<file path="src/rtl/adder_arbiter_if.sv">
// Request/operand/result bundle between two requesters, one consumer and adder_arbiter.
interface adder_arbiter_if;
  logic       req0;
  logic [3:0] a0;
  logic [3:0] b0;
  logic       req1;
  logic [3:0] a1;
  logic [3:0] b1;
  logic       ack;
  logic       gnt0;
  logic       gnt1;
  logic [4:0] res;
  logic       res_valid;
  logic       res_id;
  logic [3:0] carry_cnt;
  logic       timeout_flag;

  modport master (
    output req0, a0, b0, req1, a1, b1, ack,
    input  gnt0, gnt1, res, res_valid, res_id, carry_cnt, timeout_flag
  );

  modport slave (
    input  req0, a0, b0, req1, a1, b1, ack,
    output gnt0, gnt1, res, res_valid, res_id, carry_cnt, timeout_flag
  );
endinterface

</file>
<file path="src/rtl/adder_arbiter.sv">
// Two-requester round-robin arbiter feeding a 4-bit adder; one result in flight,
// held until ack or dropped after TIMEOUT wait cycles.
module adder_arbiter #(
  parameter int unsigned TIMEOUT = 15
) (
  input  logic            clk,
  input  logic            reset,
  adder_arbiter_if.slave  bus
);

  typedef enum logic [1:0] {IDLE, ADD, WAIT} state_t;

  localparam logic [7:0] LAST_WAIT = 8'(TIMEOUT - 1);

  state_t     state, state_next;
  logic [3:0] op_a, op_b;
  logic       op_id;
  logic       last_served;
  logic [7:0] wait_cnt;
  logic       gnt0, gnt1;
  logic [4:0] res;
  logic       res_valid, res_id;
  logic [3:0] carry_cnt;
  logic       timeout_flag;

  logic       any_req;
  logic       sel;
  logic       ack_take;
  logic       expire;
  logic [4:0] sum;

  always_comb begin
    any_req  = bus.req0 | bus.req1;
    // Contest goes to the side not served last; otherwise whoever is asking.
    sel      = (bus.req0 & bus.req1) ? ~last_served : bus.req1;
    ack_take = (state == WAIT) & bus.ack;
    expire   = (state == WAIT) & ~bus.ack & (wait_cnt == LAST_WAIT);
    sum      = {1'b0, op_a} + {1'b0, op_b};
  end

  always_ff @(posedge clk or negedge reset) begin
    if (!reset) state <= IDLE;
    else        state <= state_next;
  end

  always_comb begin
    state_next = state;
    case (state)
      IDLE:    if (any_req) state_next = ADD;
      ADD:     state_next = WAIT;
      WAIT:    if (ack_take || expire) state_next = IDLE;
      default: state_next = IDLE;
    endcase
  end

  always_ff @(posedge clk or negedge reset) begin
    if (!reset) begin
      op_a         <= '0;
      op_b         <= '0;
      op_id        <= 1'b0;
      last_served  <= 1'b1;
      wait_cnt     <= '0;
      gnt0         <= 1'b0;
      gnt1         <= 1'b0;
      res          <= '0;
      res_valid    <= 1'b0;
      res_id       <= 1'b0;
      carry_cnt    <= '0;
      timeout_flag <= 1'b0;
    end else begin
      gnt0 <= 1'b0;
      gnt1 <= 1'b0;
      case (state)
        IDLE: begin
          if (any_req) begin
            op_a  <= sel ? bus.a1 : bus.a0;
            op_b  <= sel ? bus.b1 : bus.b0;
            op_id <= sel;
            gnt0  <= ~sel;
            gnt1  <= sel;
          end
        end
        ADD: begin
          res       <= sum;
          res_id    <= op_id;
          res_valid <= 1'b1;
          wait_cnt  <= '0;
          if (sum[4] && carry_cnt != 4'd15) carry_cnt <= carry_cnt + 4'd1;
        end
        WAIT: begin
          if (ack_take) begin
            res_valid   <= 1'b0;
            last_served <= res_id;
            wait_cnt    <= '0;
          end else if (expire) begin
            res_valid    <= 1'b0;
            last_served  <= res_id;
            timeout_flag <= 1'b1;
            wait_cnt     <= '0;
          end else begin
            wait_cnt <= wait_cnt + 8'd1;
          end
        end
        default: ;
      endcase
    end
  end

  assign bus.gnt0         = gnt0;
  assign bus.gnt1         = gnt1;
  assign bus.res          = res;
  assign bus.res_valid    = res_valid;
  assign bus.res_id       = res_id;
  assign bus.carry_cnt    = carry_cnt;
  assign bus.timeout_flag = timeout_flag;

endmodule

</file>
<file path="src/flat_wrapper.sv">
// flat-port wrapper written by rule: the top's interface ports become plain ports
module adder_arbiter_flat 
#(
  parameter int unsigned TIMEOUT = 15
)
  (clk, reset, bus_req0, bus_a0, bus_b0, bus_req1, bus_a1, bus_b1, bus_ack, bus_gnt0, bus_gnt1, bus_res, bus_res_valid, bus_res_id, bus_carry_cnt, bus_timeout_flag);
  adder_arbiter_if bus_i ();
  input  logic clk;
  input  logic reset;
  input wire logic [$bits(bus_i.req0)-1:0] bus_req0;
  input wire logic [$bits(bus_i.a0)-1:0] bus_a0;
  input wire logic [$bits(bus_i.b0)-1:0] bus_b0;
  input wire logic [$bits(bus_i.req1)-1:0] bus_req1;
  input wire logic [$bits(bus_i.a1)-1:0] bus_a1;
  input wire logic [$bits(bus_i.b1)-1:0] bus_b1;
  input wire logic [$bits(bus_i.ack)-1:0] bus_ack;
  output wire logic [$bits(bus_i.gnt0)-1:0] bus_gnt0;
  output wire logic [$bits(bus_i.gnt1)-1:0] bus_gnt1;
  output wire logic [$bits(bus_i.res)-1:0] bus_res;
  output wire logic [$bits(bus_i.res_valid)-1:0] bus_res_valid;
  output wire logic [$bits(bus_i.res_id)-1:0] bus_res_id;
  output wire logic [$bits(bus_i.carry_cnt)-1:0] bus_carry_cnt;
  output wire logic [$bits(bus_i.timeout_flag)-1:0] bus_timeout_flag;
  assign bus_i.req0 = bus_req0;
  assign bus_i.a0 = bus_a0;
  assign bus_i.b0 = bus_b0;
  assign bus_i.req1 = bus_req1;
  assign bus_i.a1 = bus_a1;
  assign bus_i.b1 = bus_b1;
  assign bus_i.ack = bus_ack;
  assign bus_gnt0 = bus_i.gnt0;
  assign bus_gnt1 = bus_i.gnt1;
  assign bus_res = bus_i.res;
  assign bus_res_valid = bus_i.res_valid;
  assign bus_res_id = bus_i.res_id;
  assign bus_carry_cnt = bus_i.carry_cnt;
  assign bus_timeout_flag = bus_i.timeout_flag;
  adder_arbiter #(.TIMEOUT(TIMEOUT)) u_core (.clk(clk), .reset(reset), .bus(bus_i));
endmodule
</file>
<file path="config.mk">
export PLATFORM = sky130hd
export DESIGN_NAME = adder_arbiter_flat
export DESIGN_NICKNAME = d
export VERILOG_FILES = /design/src/rtl/adder_arbiter_if.sv /design/src/rtl/adder_arbiter.sv /design/src/flat_wrapper.sv
export SDC_FILE = /design/constraint.sdc
export NUM_CORES = 1
export LEC_CHECK = 0
export CORE_MARGIN = 1.5
export CORE_UTILIZATION = 40
export DETAILED_ROUTE_END_ITERATION = 8
export PLACE_DENSITY = 0.71
export SLEW_MARGIN = 20
export SYNTH_ARGS = -nofsm -noshare
export SYNTH_HDL_FRONTEND = slang
export SYNTH_SLANG_ARGS = --single-unit
</file>
<file path="constraint.sdc">
create_clock -name clk -period 2.7 [get_ports clk]
set_input_delay 0.27 -clock clk [delete_from_list [all_inputs] [get_ports clk]]
set_output_delay 0.27 -clock clk [all_outputs]
set_load 0.02 [all_outputs]
</file>
# After elaboration in Yosys (flattened, before gate mapping)
# Cells that the tools add are included.
dict set report word_totals {
  in_bits 21
  register_bits 34
  output_inout_bits 14
  elab_cells 61
}
dict set report op_classes {
  reduce_logical 11
  bitwise 9
  eq_ne 7
  mux 18
  addsub 3
}
# operator count
set ops {}
lappend ops {{2-to-1 mux 8 bit} 2}
lappend ops {{case mux 8 bit (2 select lines)} 1}
lappend ops {{AND reduction 2 bit} 5}
lappend ops {{2-to-1 mux 1 bit} 9}
lappend ops {{adder 8 x 1 -> 8 bit (second input constant)} 1}
lappend ops {{== test 8 x 4 -> 1 bit (second input constant)} 1}
lappend ops {{2-to-1 mux 4 bit} 2}
lappend ops {{case mux 2 bit (3 select lines)} 1}
lappend ops {{adder 4 x 4 -> 5 bit} 1}
lappend ops {{adder 4 x 1 -> 4 bit (second input constant)} 1}
lappend ops {{bitwise AND 1 bit} 4}
lappend ops {{2-to-1 mux 2 bit} 2}
lappend ops {{!= test 4 bit (second input constant)} 1}
lappend ops {{inverter 1 bit} 4}
lappend ops {{nonzero test 2 bit} 2}
lappend ops {{!= test 3 x 1 -> 1 bit (second input constant)} 1}
lappend ops {{AND reduction 3 bit} 1}
lappend ops {{== test 2 x 1 -> 1 bit (second input constant)} 1}
lappend ops {{== test 2 bit (second input constant)} 1}
lappend ops {{logical NOT 2 bit} 1}
lappend ops {{!= test 2 x 1 -> 1 bit (second input constant)} 1}
lappend ops {{!= test 2 bit (second input constant)} 1}
lappend ops {{case mux 1 bit (2 select lines)} 1}
lappend ops {{logical AND 1 bit} 1}
lappend ops {{other kinds (2)} 2}

# Longest topological paths before layout
dict set report logic_depth {
  ltp_word 6
  depth_mapped 7
  ltp_nobuf 6
}

# Worst setup path before layout
# Ideal clock, no wire load.
dict set report synth_path {
  path_kind {register -> register}
  from {register u_core.op_b[0]}
  to {register u_core.carry_cnt[1] (netlist: u_core.bus.carry_cnt[1])}
  setup_slack_ns 0.903
  stages_incl_launch_ff 7
  setup_time_ns 0.125
  period_less_slack_ns 1.797
  required_ns 2.575
  t_arrival_ns 1.672
  n_path_buf 0
  path_cell_list {dfrtp_1 > ha_1 > fa_1 > a21oi_1 > o21ai_1 > nand2_1 > mux2_2}
}
dict set report synth_between {
  elab_chain_len 3
}
# item line
set synth_lines {}
lappend synth_lines {{start: declaration} adder_arbiter.sv:16} ;# logic [3:0] op_a, op_b;
lappend synth_lines {{start signal: assignment} adder_arbiter.sv:77} ;# op_b <= sel ? bus.b1 : bus.b0;
lappend synth_lines {{adder 4 x 4 -> 5 bit} adder_arbiter.sv:38} ;# sum = {1'b0, op_a} + {1'b0, op_b};
lappend synth_lines {{logical AND 1 bit} adder_arbiter.sv:88} ;# if (sum[4] && carry_cnt != 4'd15) carry_cnt <= carry_cnt + 4'd1;
lappend synth_lines {{AND reduction 2 bit (no line)} n/a}
lappend synth_lines {{end signal: assignment} adder_arbiter.sv:88}
lappend synth_lines {{end: declaration} adder_arbiter.sv:23} ;# logic [3:0] carry_cnt;
# Every way passes these cells.
# A chain may end at the register's enable or synchronous reset.

# Worst setup path after layout
# Same ends and word-level chain as after synthesis.

==> results.toml <==
[routing]
routed_wl_um = 3280
dr_wl_met2_um = 1720
wl_met1_um = 1380
drt_iter0_markers = 45
routed_via_density = 5.26
route.detailed.drc = 0
wl_met3_um = 135
vias = 1274
wl_per_cell_um = 13.5
top_layer = "met4"
detail_route.first_pass.iterations = 5
ant_nets = 0

[worst_setup_path]
crit_type = "register to register"
start_kind = "register"
end_kind = "register"
r2r-start = "u_core.op_b[0]"
worstPathRequired_ns = 2.87
arrival_ns = 2.09
startpoint = "u_core.op_b[0]"
cp_max_fo = 5

[floorplan]
design.core.area_mm2 = 0.00406
fp.dieW_um = 68.4
rows = 23
start_util = 0.422
die_area_mm2 = 0.00468
ios = 35
dieHeight_um = 68.4

[place]
io_buffers = 34
place_congestion = 0.749
dp.cells = 234
dpl_worst_slack_ns = 0.781
dp.final_hpwl_um = 2510

[global_routing]
grtUsageTotal = 0.166
grt_start_max_net_pins = 35
grt-ovfl-total = 0
antenna_found_initial = 0
grt_pass1_vias = 1287
grt_pass1_wl_um = 5660

[timing]
finalHoldViolCount = 0
slew_headroom = 0.697
finClkSkew_ns = 0.00441
setup_tns_ns = 0
setup_ws_ns = 0.780
max_freq_mhz = 521
rsz0062_at_grt = "false"
fin_crit_sh = 0.711
fin_hold_ws_ns = 0.383
finalSetupViolations = 0
tightest_slew_ns = 0.452
fin_crit_ns = 1.92
drv_slew = 0

[power_and_ir_drop]
p_seq_frac = 0.368
vdd_ir_drop_max_v = 0.000425
swShare = 0.376
internal_power_mw = 1.42
power_frac_clock = 0.169
pwr-share-comb = 0.463
p_leak_nw = 1.01
p_sw_mw = 0.858
power_density_mw_per_mm2 = 1040

[yosys]
avgSynthCellArea_um2 = 11.3
synth-seq-cells = 34
synthTopCellsByArea = "dfrtp_1 48%, ha_1 7.3%, mux2i_1 4.7%"
synth_fp_nets = 184
synth_top_area_cell = "dfrtp_1"
yosys_warnings = 0
yosysSeqAreaShare = 0.498
synthesis.area_mm2 = 0.00171
syn_inst = 152
synth_top_area_share = 0.482
ys_types = 35

[layout]
syn2layout_area_growth_pct = 28.7
mostFrequentLayoutCell = "clkdlybuf4s50_1"
final_nets = 223
most-common-layout-cells = "34 x clkdlybuf4s50_1, 33 x dfrtp_1, 15 x nand2_1"
register_area_um2 = 852
antenna_cells = 0
nFillCells = 338
fin_cells = 242
multi_input_area_um2 = 808
final_util = 0.543
drive_gt1_frac = 0.141

[clock_network]
cts_resized = 0
cts-root-buf = "clkbuf_8"
clk_pin_slew_ns = 0.07
cts_buffers = 5
cts_tree = "built"
postCtsHoldBufs = 0
cts_sinks = 34
cts_setup_buffers = 0
clk_latency_ns = 0.28
cts.path.max_buffers = 2
htree_levels = 2

[flow_run]
drv_cap = 0

[worst_hold_path]
holdCritPathClass = "input port to asynchronous set/reset pin"

[status]
status = "finished, final reports clean"
==> path summary, 6_finish.rpt <==
kind	to	slack [ns]	cells after the start
max in group asynchronous	u_core.last_served	1.97	2
setup reg to reg	u_core.bus.carry_cnt[1]	0.78	6
setup / recovery	u_core.bus.carry_cnt[1]	0.78	6
hold reg to reg	u_core.bus.timeout_flag	0.47	1
min in group clk	u_core.bus.timeout_flag	0.47	1
hold / removal	u_core.wait_cnt[6]	0.38	2
==> stage by stage <==
stage | cell area, um^2 | total power [mW]
floorplan | 1710 | 1.53
finish | 2200 | 2.28
detailed placement | 2110 | 1.92
global route | 2200 | 2.46
CTS | 2200 | 2.31
global placement | 2110 | 1.88
==> worst max-delay path: stages (launching register included) <==
cell	delay, ns
dfrtp_1	0.38
ha_1	0.23
fa_1	0.41
a21oi_1	0.17
o21ai_1	0.15
nand2_1	0.13
mux2_2	0.33
==> cells in the mapped netlist <==
| cell type | n |
|---|---|
| and2_0 | 1 |
| mux2_2 | 7 |
| mux2i_1 | 8 |
| o21ai_0 | 10 |
| a31oi_2 | 1 |
| clkbuf_1 | 2 |
| and3_1 | 3 |
| xnor2_1 | 4 |
| buf_2 | 2 |
| nor4_4 | 1 |
| o21a_1 | 2 |
| and3_2 | 2 |
| nand2b_1 | 1 |
| o21ai_1 | 2 |
| a21o_1 | 4 |
| a31o_2 | 2 |
| xor2_1 | 1 |
| nor2_1 | 4 |
| nand4_1 | 1 |
| a21oi_1 | 8 |
| a222oi_1 | 3 |
| fa_1 | 1 |
| dfstp_2 | 1 |
| nand3_1 | 6 |
| nor3_1 | 1 |
| o311ai_2 | 2 |
| nand3_2 | 1 |
| ha_1 | 10 |
| inv_1 | 9 |
| a21boi_2 | 1 |
| o31ai_1 | 1 |
| dfrtp_1 | 33 |
| nand2_1 | 15 |
| and2_1 | 1 |
| or2b_1 | 1 |
==> routing by layer <==
metal,GRT usage,vias up
li1,-,614
met1,0.190,625
met3,0.0428,5
met4,0.0700,0
met5,0,-
met2,0.290,30
==> power by group through the flow <==
| stage | combinational, mW | clock [mW] | sequential, mW |
|---|---|---|---|
| after floorplan | 0.598 | 0 | 0.929 |
| after global placement | 1.04 | 0 | 0.839 |
| after detailed placement | 1.07 | 0 | 0.851 |
| after CTS | 1.07 | 0.399 | 0.841 |
| after global routing | 1.17 | 0.428 | 0.870 |
| final | 1.06 | 0.385 | 0.840 |
==> cell type report <==
type,count,area share
inverters,9,0.0153
well taps,50,0.0284
multi-input cells,105,0.367
repair buffers,36,0.161
clock inverters,1,0.00227
clock buffers,7,0.0392
flip-flops and latches,34,0.387
==> state kept, by name, indices dropped and copies added, names as in the netlist <==
| signal | flops |
|---|---|
| u_core.wait_cnt | 8 |
| u_core.op_b | 4 |
| u_core.bus.res | 5 |
| u_core.bus.timeout_flag | 1 |
| u_core.state | 2 |
| u_core.bus.gnt0 | 1 |
| u_core.bus.carry_cnt | 4 |
| u_core.bus.res_valid | 1 |
| u_core.op_a | 4 |
| u_core.bus.gnt1 | 1 |
| u_core.bus.res_id | 1 |
| u_core.op_id | 1 |
| u_core.last_served | 1 |
==> logic make-up (layout without fill, tap and decap cells) <==
| family | count (synthesis) | after routing | synth area share |
|---|---|---|---|
| AND/OR/NAND/NOR | 38 | 38 | 0.119 |
| AO/OA/AOI/OAI | 36 | 36 | 0.150 |
| flip-flops | 34 | 34 | 0.498 |
| multiplexers | 15 | 15 | 0.0928 |
| buffers and inverters | 13 | 53 | 0.0300 |
| adder cells (fa/ha/maj) | 11 | 11 | 0.0848 |
| XOR/XNOR | 5 | 5 | 0.0256 |
Note: power is estimated with default switching activity, not from simulation.
